File: config.mk
export PLATFORM = sky130hd
export DESIGN_NAME = store_rmw_unit
export DESIGN_NICKNAME = d
export VERILOG_FILES = /design/src/rtl/store_rmw_unit_pkg.sv /design/src/rtl/store_rmw_unit_merge.sv /design/src/rtl/store_rmw_unit.sv
export SDC_FILE = /design/constraint.sdc
export NUM_CORES = 1
export LEC_CHECK = 0
export CAP_MARGIN = 20
export CORE_MARGIN = 2
export CORE_UTILIZATION = 30
export DETAILED_ROUTE_END_ITERATION = 8
export DONT_BUFFER_PORTS = 1
export GPL_ROUTABILITY_DRIVEN = 0
export PLACE_DENSITY = 0.42
export SYNTH_ARGS = -nofsm -noshare
export SYNTH_HDL_FRONTEND = slang
export SYNTH_SLANG_ARGS = --single-unit
File: constraint.sdc
create_clock -name clk -period 2.2 [get_ports clk]
set_clock_uncertainty 0.15 [all_clocks]
set_input_delay 0.22 -clock clk [delete_from_list [all_inputs] [get_ports clk]]
set_output_delay 0.22 -clock clk [all_outputs]
set_load 0.02 [all_outputs]
File: src/rtl/store_rmw_unit_pkg.sv
// store_rmw_unit_pkg: op encodings and FSM state encoding for the store engine
package store_rmw_unit_pkg;
  typedef enum logic [1:0] {
    OP_SW  = 2'b00,
    OP_SH  = 2'b01,
    OP_SB  = 2'b10,
    OP_RSV = 2'b11
  } op_e;
  typedef enum logic [2:0] {
    IDLE  = 3'd0,
    READ  = 3'd1,
    WAIT  = 3'd2,
    WRITE = 3'd3,
    DONE  = 3'd4
  } state_e;
endpackage

File: src/rtl/store_rmw_unit_merge.sv
// store_rmw_unit_merge: merges new low halfword/byte into an old memory word
module store_rmw_unit_merge
  import store_rmw_unit_pkg::*;
(
  input  op_e         op,
  input  logic [31:0] old_word,
  input  logic [31:0] new_data,
  output logic [31:0] merged
);
  // lane is always the low half or low byte; address bits never select lanes
  always_comb
    merged = op == OP_SH ? {old_word[31:16], new_data[15:0]} :
             op == OP_SB ? {old_word[31:8], new_data[7:0]} : new_data;
endmodule

File: src/rtl/store_rmw_unit.sv
// store_rmw_unit: sequential SW/SH/SB store engine driving a single-port memory
module store_rmw_unit
  import store_rmw_unit_pkg::*;
(
  input  logic        clk,
  input  logic        reset_n,
  input  logic        start,
  input  logic [1:0]  op,
  input  logic [31:0] addr,
  input  logic [31:0] b_out,
  output logic        busy,
  output logic        done,
  output logic        err,
  output logic [31:0] mem_addr,
  output logic        mem_wr,
  output logic [31:0] mem_wdata,
  input  logic [31:0] mem_rdata
);
  state_e      state_q, state_d;
  op_e         op_q, op_d;
  logic [31:0] addr_q, addr_d, data_q, data_d, wdata_q, wdata_d, merged;
  store_rmw_unit_merge u_merge (
    .op      (op_q),
    .old_word(mem_rdata),
    .new_data(data_q),
    .merged  (merged)
  );
  // state and capture registers; reset clears everything so no merge survives
  always_ff @(posedge clk or negedge reset_n) begin
    if (!reset_n) begin
      state_q <= IDLE;
      op_q    <= OP_SW;
      addr_q  <= '0;
      data_q  <= '0;
      wdata_q <= '0;
    end else begin
      state_q <= state_d;
      op_q    <= op_d;
      addr_q  <= addr_d;
      data_q  <= data_d;
      wdata_q <= wdata_d;
    end
  end
  // next state; request captured only in IDLE, merged word captured at end of WAIT
  always_comb begin
    state_d = state_q;
    op_d    = op_q;
    addr_d  = addr_q;
    data_d  = data_q;
    wdata_d = wdata_q;
    case (state_q)
      IDLE: if (start) begin
        op_d    = op_e'(op);
        addr_d  = addr;
        data_d  = b_out;
        state_d = op_e'(op) == OP_SW  ? WRITE :
                  op_e'(op) == OP_RSV ? DONE  : READ;
      end
      READ:  state_d = WAIT;
      WAIT: begin
        wdata_d = merged;
        state_d = WRITE;
      end
      WRITE: state_d = DONE;
      default: state_d = IDLE;
    endcase
  end
  assign busy      = state_q != IDLE;
  assign done      = state_q == DONE;
  assign err       = state_q == DONE && op_q == OP_RSV;
  assign mem_wr    = state_q == WRITE;
  assign mem_addr  = addr_q;
  assign mem_wdata = op_q == OP_SW ? data_q : wdata_q;
endmodule

# [Yosys cells after proc, flatten, opt, wreduce, memory -nomap -nowiden]
# Cells that the tools add are included.
[totals] ff_bits=101 inputBits=101 out_inout_bits=68 word_cells=27
[classes] eq_ne=9 n_mux=7 reduce_logical=6
[op_table] op="$mux 32" count=3
[op_table] op="$pmux 3 s4" count=1
[op_table] op="$mux 3" count=3
[op_table] op="$eq 2x2->1 const B" count=3
[op_table] op="$eq 3x2->1 const B" count=2
[op_table] op="$logic_not 2->1" count=2
[op_table] op="$eq 3x1->1 const B" count=1
[op_table] op="$eq 3x3->1 const B" count=1
[op_table] op="$logic_not 3->1" count=1
[op_table] op="$reduce_bool 3->1" count=1
[op_table] op="$eq 2x1->1 const B" count=1
[op_table] op="$ne 2x2->1 const B" count=1
[op_table] op="$reduce_and 2->1" count=1
[op_table] op="$logic_and 1x1->1" count=1

# [Longest topological paths before layout]
[depth] depth_word=5 depth_mapped=5 depth_no_buf=3

# [Hierarchy]
# A second synthesis with hierarchy kept.
[hier_totals] cells_unflattened=298 area_unflattened_um2=4599.4
[by_module_without_submodules] module="store_rmw_unit" instances=1 cells_per_inst=262 area_per_inst_um2=4227.8 seq_area_each_um2=2527.4
[by_module_without_submodules] module="store_rmw_unit_merge" instances=1 cells_per_inst=36 area_per_inst_um2=371.6 seq_area_each_um2=0.0

# [Worst setup path after synthesis]
# OpenSTA, ideal clock, no wires.
[synth_timing] path_kind="flip-flop to flip-flop" from="register state_q[2]" to="register data_q[10]" setup_time_ns=0.125 arrival_time_ns=1.560 t_required_ns=1.925 setup_slack_ns=0.365 stages_incl_launch_ff=6 path_buffers=2 synth_period_minus_slack_ns=1.835 cell_sequence="dfrtp_1 or3_4 nor2_8 buf_12 buf_12 mux2_4"
[synth_via] elab_chain_cells=2
[synth_lines] element="from (decl)" line_no="store_rmw_unit.sv:19" source="state_e state_q, state_d;"
[synth_lines] element="from (signal assigned)" line_no="store_rmw_unit.sv:37" source="state_q <= state_d;"
[synth_lines] element="$logic_not 3->1" line_no="store_rmw_unit.sv:51" source="case (state_q)"
[synth_lines] element="$reduce_and 2->1 (no source line)"
[synth_lines] element="to (signal assigned)" line_no="store_rmw_unit.sv:40" source="data_q <= data_d;"
[synth_lines] element="to (decl)" line_no="store_rmw_unit.sv:21" source="logic [31:0] addr_q, addr_d, data_q, data_d, wdata_q, wdata_d, merged;"
# Every way passes these cells.
# A chain may end at the register's enable or synchronous reset.

# [Worst setup path in the final report]
[layout_timing] from="register op_q[0]" to="output port mem_wdata[9]"
[layout_via] elab_chain_cells=2
[layout_lines] element="from (decl)" line_no="store_rmw_unit.sv:20" source="op_e op_q, op_d;"
[layout_lines] element="from (signal assigned)" line_no="store_rmw_unit.sv:38" source="op_q <= op_d;"
[layout_lines] element="$logic_not 2->1" line_no="store_rmw_unit.sv:73" source="assign mem_wdata = op_q == OP_SW ? data_q : wdata_q;"
[layout_lines] element="$mux 32" line_no="store_rmw_unit.sv:73"
[layout_lines] element="to (decl)" line_no="store_rmw_unit.sv:16" source="output logic [31:0] mem_wdata,"
# Every way passes these cells.

==> run summary <==
Status: complete, but fails checks
Failing checks: hold timing
Clock transition at path regs: 70 ps
RSZ-0062 raised after global routing: no
CP arrival: 1710 ps
Vias per std cell: 4.62
Syn avg cell area: 14.7 um2
YS warnings: 0
Fin. max-slew vios: 0
Vias: 2,785
Die X: 128 um
Layout cells sized above 1: 0.328
Worst slew pin tran: 471 ps
FP Rows: 45
Worst-skew pair later-pin latency: 340 ps
Top area cells in the synthesized netlist: dfrtp_1 54%, mux2_2 16%, mux2_4 13%
Root buffer cell: clkbuf_16
Worst Path Max Fanout: 15
Hold WS: -585 ps
PortBufs: 0
Worst ir drop on vdd: 0.000534 V
Number of global-route vias before repair: 3,024
Top cell type by total area after synthesis: dfrtp_1
CTS buffer count: 9
Syn-to-layout area delta: 29.7%
Min-Delay Path Class: in2async
Largest net degree at the start of global routing: 102
Hpwl dp: 6.35 mm
R2R depth: 4
Antenna diode count: 0
CTS tree: done
Post-route ant nets: 0
Required time worst endpoint: 1830 ps
Total Routing Usage GR: 0.129
Drt wl/cell: 17.0 um
Final Core Density: 0.398
Share of the synthesized area in the top cell type: 0.544
Die height: 128 um
Final hold violation count: 101
Total power: 9690 uW
# nets final: 511
Mapped Cells: 316
Most frequent cells in the layout: 101 x dfrtp_1, 92 x dlygate4sd3_1, 66 x mux2_2
Gr ovfl total: 0
Starting Density: 0.307
Crit. End Element: output pin
Final wirelength: 10.2 mm
Maxcap violations: 0
CP Launch Type: flop
Post-Syn Area: 4650 um2
Drt pass-1 iters: 4
Pwr dens: 1610 nW/um2
Post-Route Setup TNS: 0 ps
Yosys cell types: 23
Clock Path Buffers: 2
Fin crit share: 0.946
First-pass GRT wire length: 16.1 mm
Drt first-iter violations: 84
H-Tree Level Count: 3
Area of the die: 16,500 um2
Fmax: 480 MHz
Core footprint: 15,100 um2
Slew HR: 0.685
Seq/Total Area, Yosys: 0.544
Syn nets: 417
Final Setup Violations: 0
Leakage power: 0.00255 uW
Commonest non-fill, non-tap cell in the layout: dfrtp_1
WS Path Type: reg2out
Hold Buf Count CTS: 92
Final min period: 2080 ps
# IOs: 169
DRC Markers: 0
Yosys reg bits: 101
Antenna violations before repair: 0
CTS Sinks: 101
-- power breakdown --
group | internal (uW) | leakage (uW) | switching [uW]
logic | 2220 | 0.00124 | 2120
registers | 2820 | 0.00117 | 1030
clock network | 824 | 0.000138 | 678
-- metal layers --
layer / wire (um) / vias to the layer above / share of wire / global-route usage
met1: 4300 / 1381 / 0.42 / 0.152
met5: 0 / - / 0 / 0
li1: - / 1306 / - / -
met2: 5210 / 93 / 0.51 / 0.216
met3: 659 / 5 / 0.064 / 0.0511
met4: 63 / 0 / 0.0062 / 0.0388
-- critical path: stages (launching register included) --
cell and delay (ps):
dfrtp_1 490, nor2_4 160, buf_4 270, mux2_2 440
-- path summary, 6_finish.rpt --
path                            slack [ps]      endpoint  startpoint
worst max-delay path                   120  mem_wdata[9]     op_q[0]
min in group clk                        40    state_q[1]       start
worst min register to register         350    wdata_q[2]  wdata_q[2]
worst min-delay path                  -590  mem_addr[12]     reset_n
worst max register to register         200  mem_addr[13]  state_q[2]
max in group asynchronous             2210    data_q[18]     reset_n
-- cell families after synthesis --
| group | synth area share |
|---|---|
| xor gates and xnor gates | 0.00592 |
| AOI/OAI and AO/OA | 0.0328 |
| buffers and inverters | 0.0385 |
| muxes | 0.341 |
| and+or+nand+nor | 0.0380 |
| DFF | 0.544 |
-- stage by stage --
step,instance area (um2),std cells,setup WS (ps)
floorplan,4650,316,365
global placement,4820,495,216
detailed placement,4820,495,185
CTS,6020,603,39.8
global route,6030,603,13.3
finish,6030,603,119
-- sequential cells by signal, summed over array words and instances (netlist names) --
signal / flops
state_q: 3
wdata_q: 32
data_q: 32
op_q: 2
mem_addr: 32
-- cells in the mapped netlist --
library cell / count
buf_6: 1
buf_4: 2
nor2b_1: 1
buf_2: 9
o22a_1: 1
mux2_4: 40
nor2_8: 1
and3_1: 1
a21oi_2: 1
nand2_1: 2
xor2_4: 1
inv_1: 1
nor2_1: 28
nor3_1: 1
or3_4: 1
buf_12: 5
a211oi_1: 2
a21oi_1: 24
mux2i_1: 24
buf_1: 1
dfrtp_1: 101
mux2_2: 66
nor3b_1: 2
-- cell type report --
class	instances	area (um2)
fill	1449	9120
clock buffer	12	256
sequential	101	2530
inverter	1	3.75
tap	188	235
clock inverter	4	22.5
multi-input combinational	196	1950
timing repair buffer	101	1030
-- what timing repair did --
| action | 4_1_cts | 5_1_grt |
|---|---|---|
| buffers inserted | 0 | 0 |
| endpoints found under the setup margin | 0 | 17 |
| endpoints found under the hold margin | 193 | 101 |
| gates resized for setup | 0 | 1 |
(Power assumes the default switching activity.)
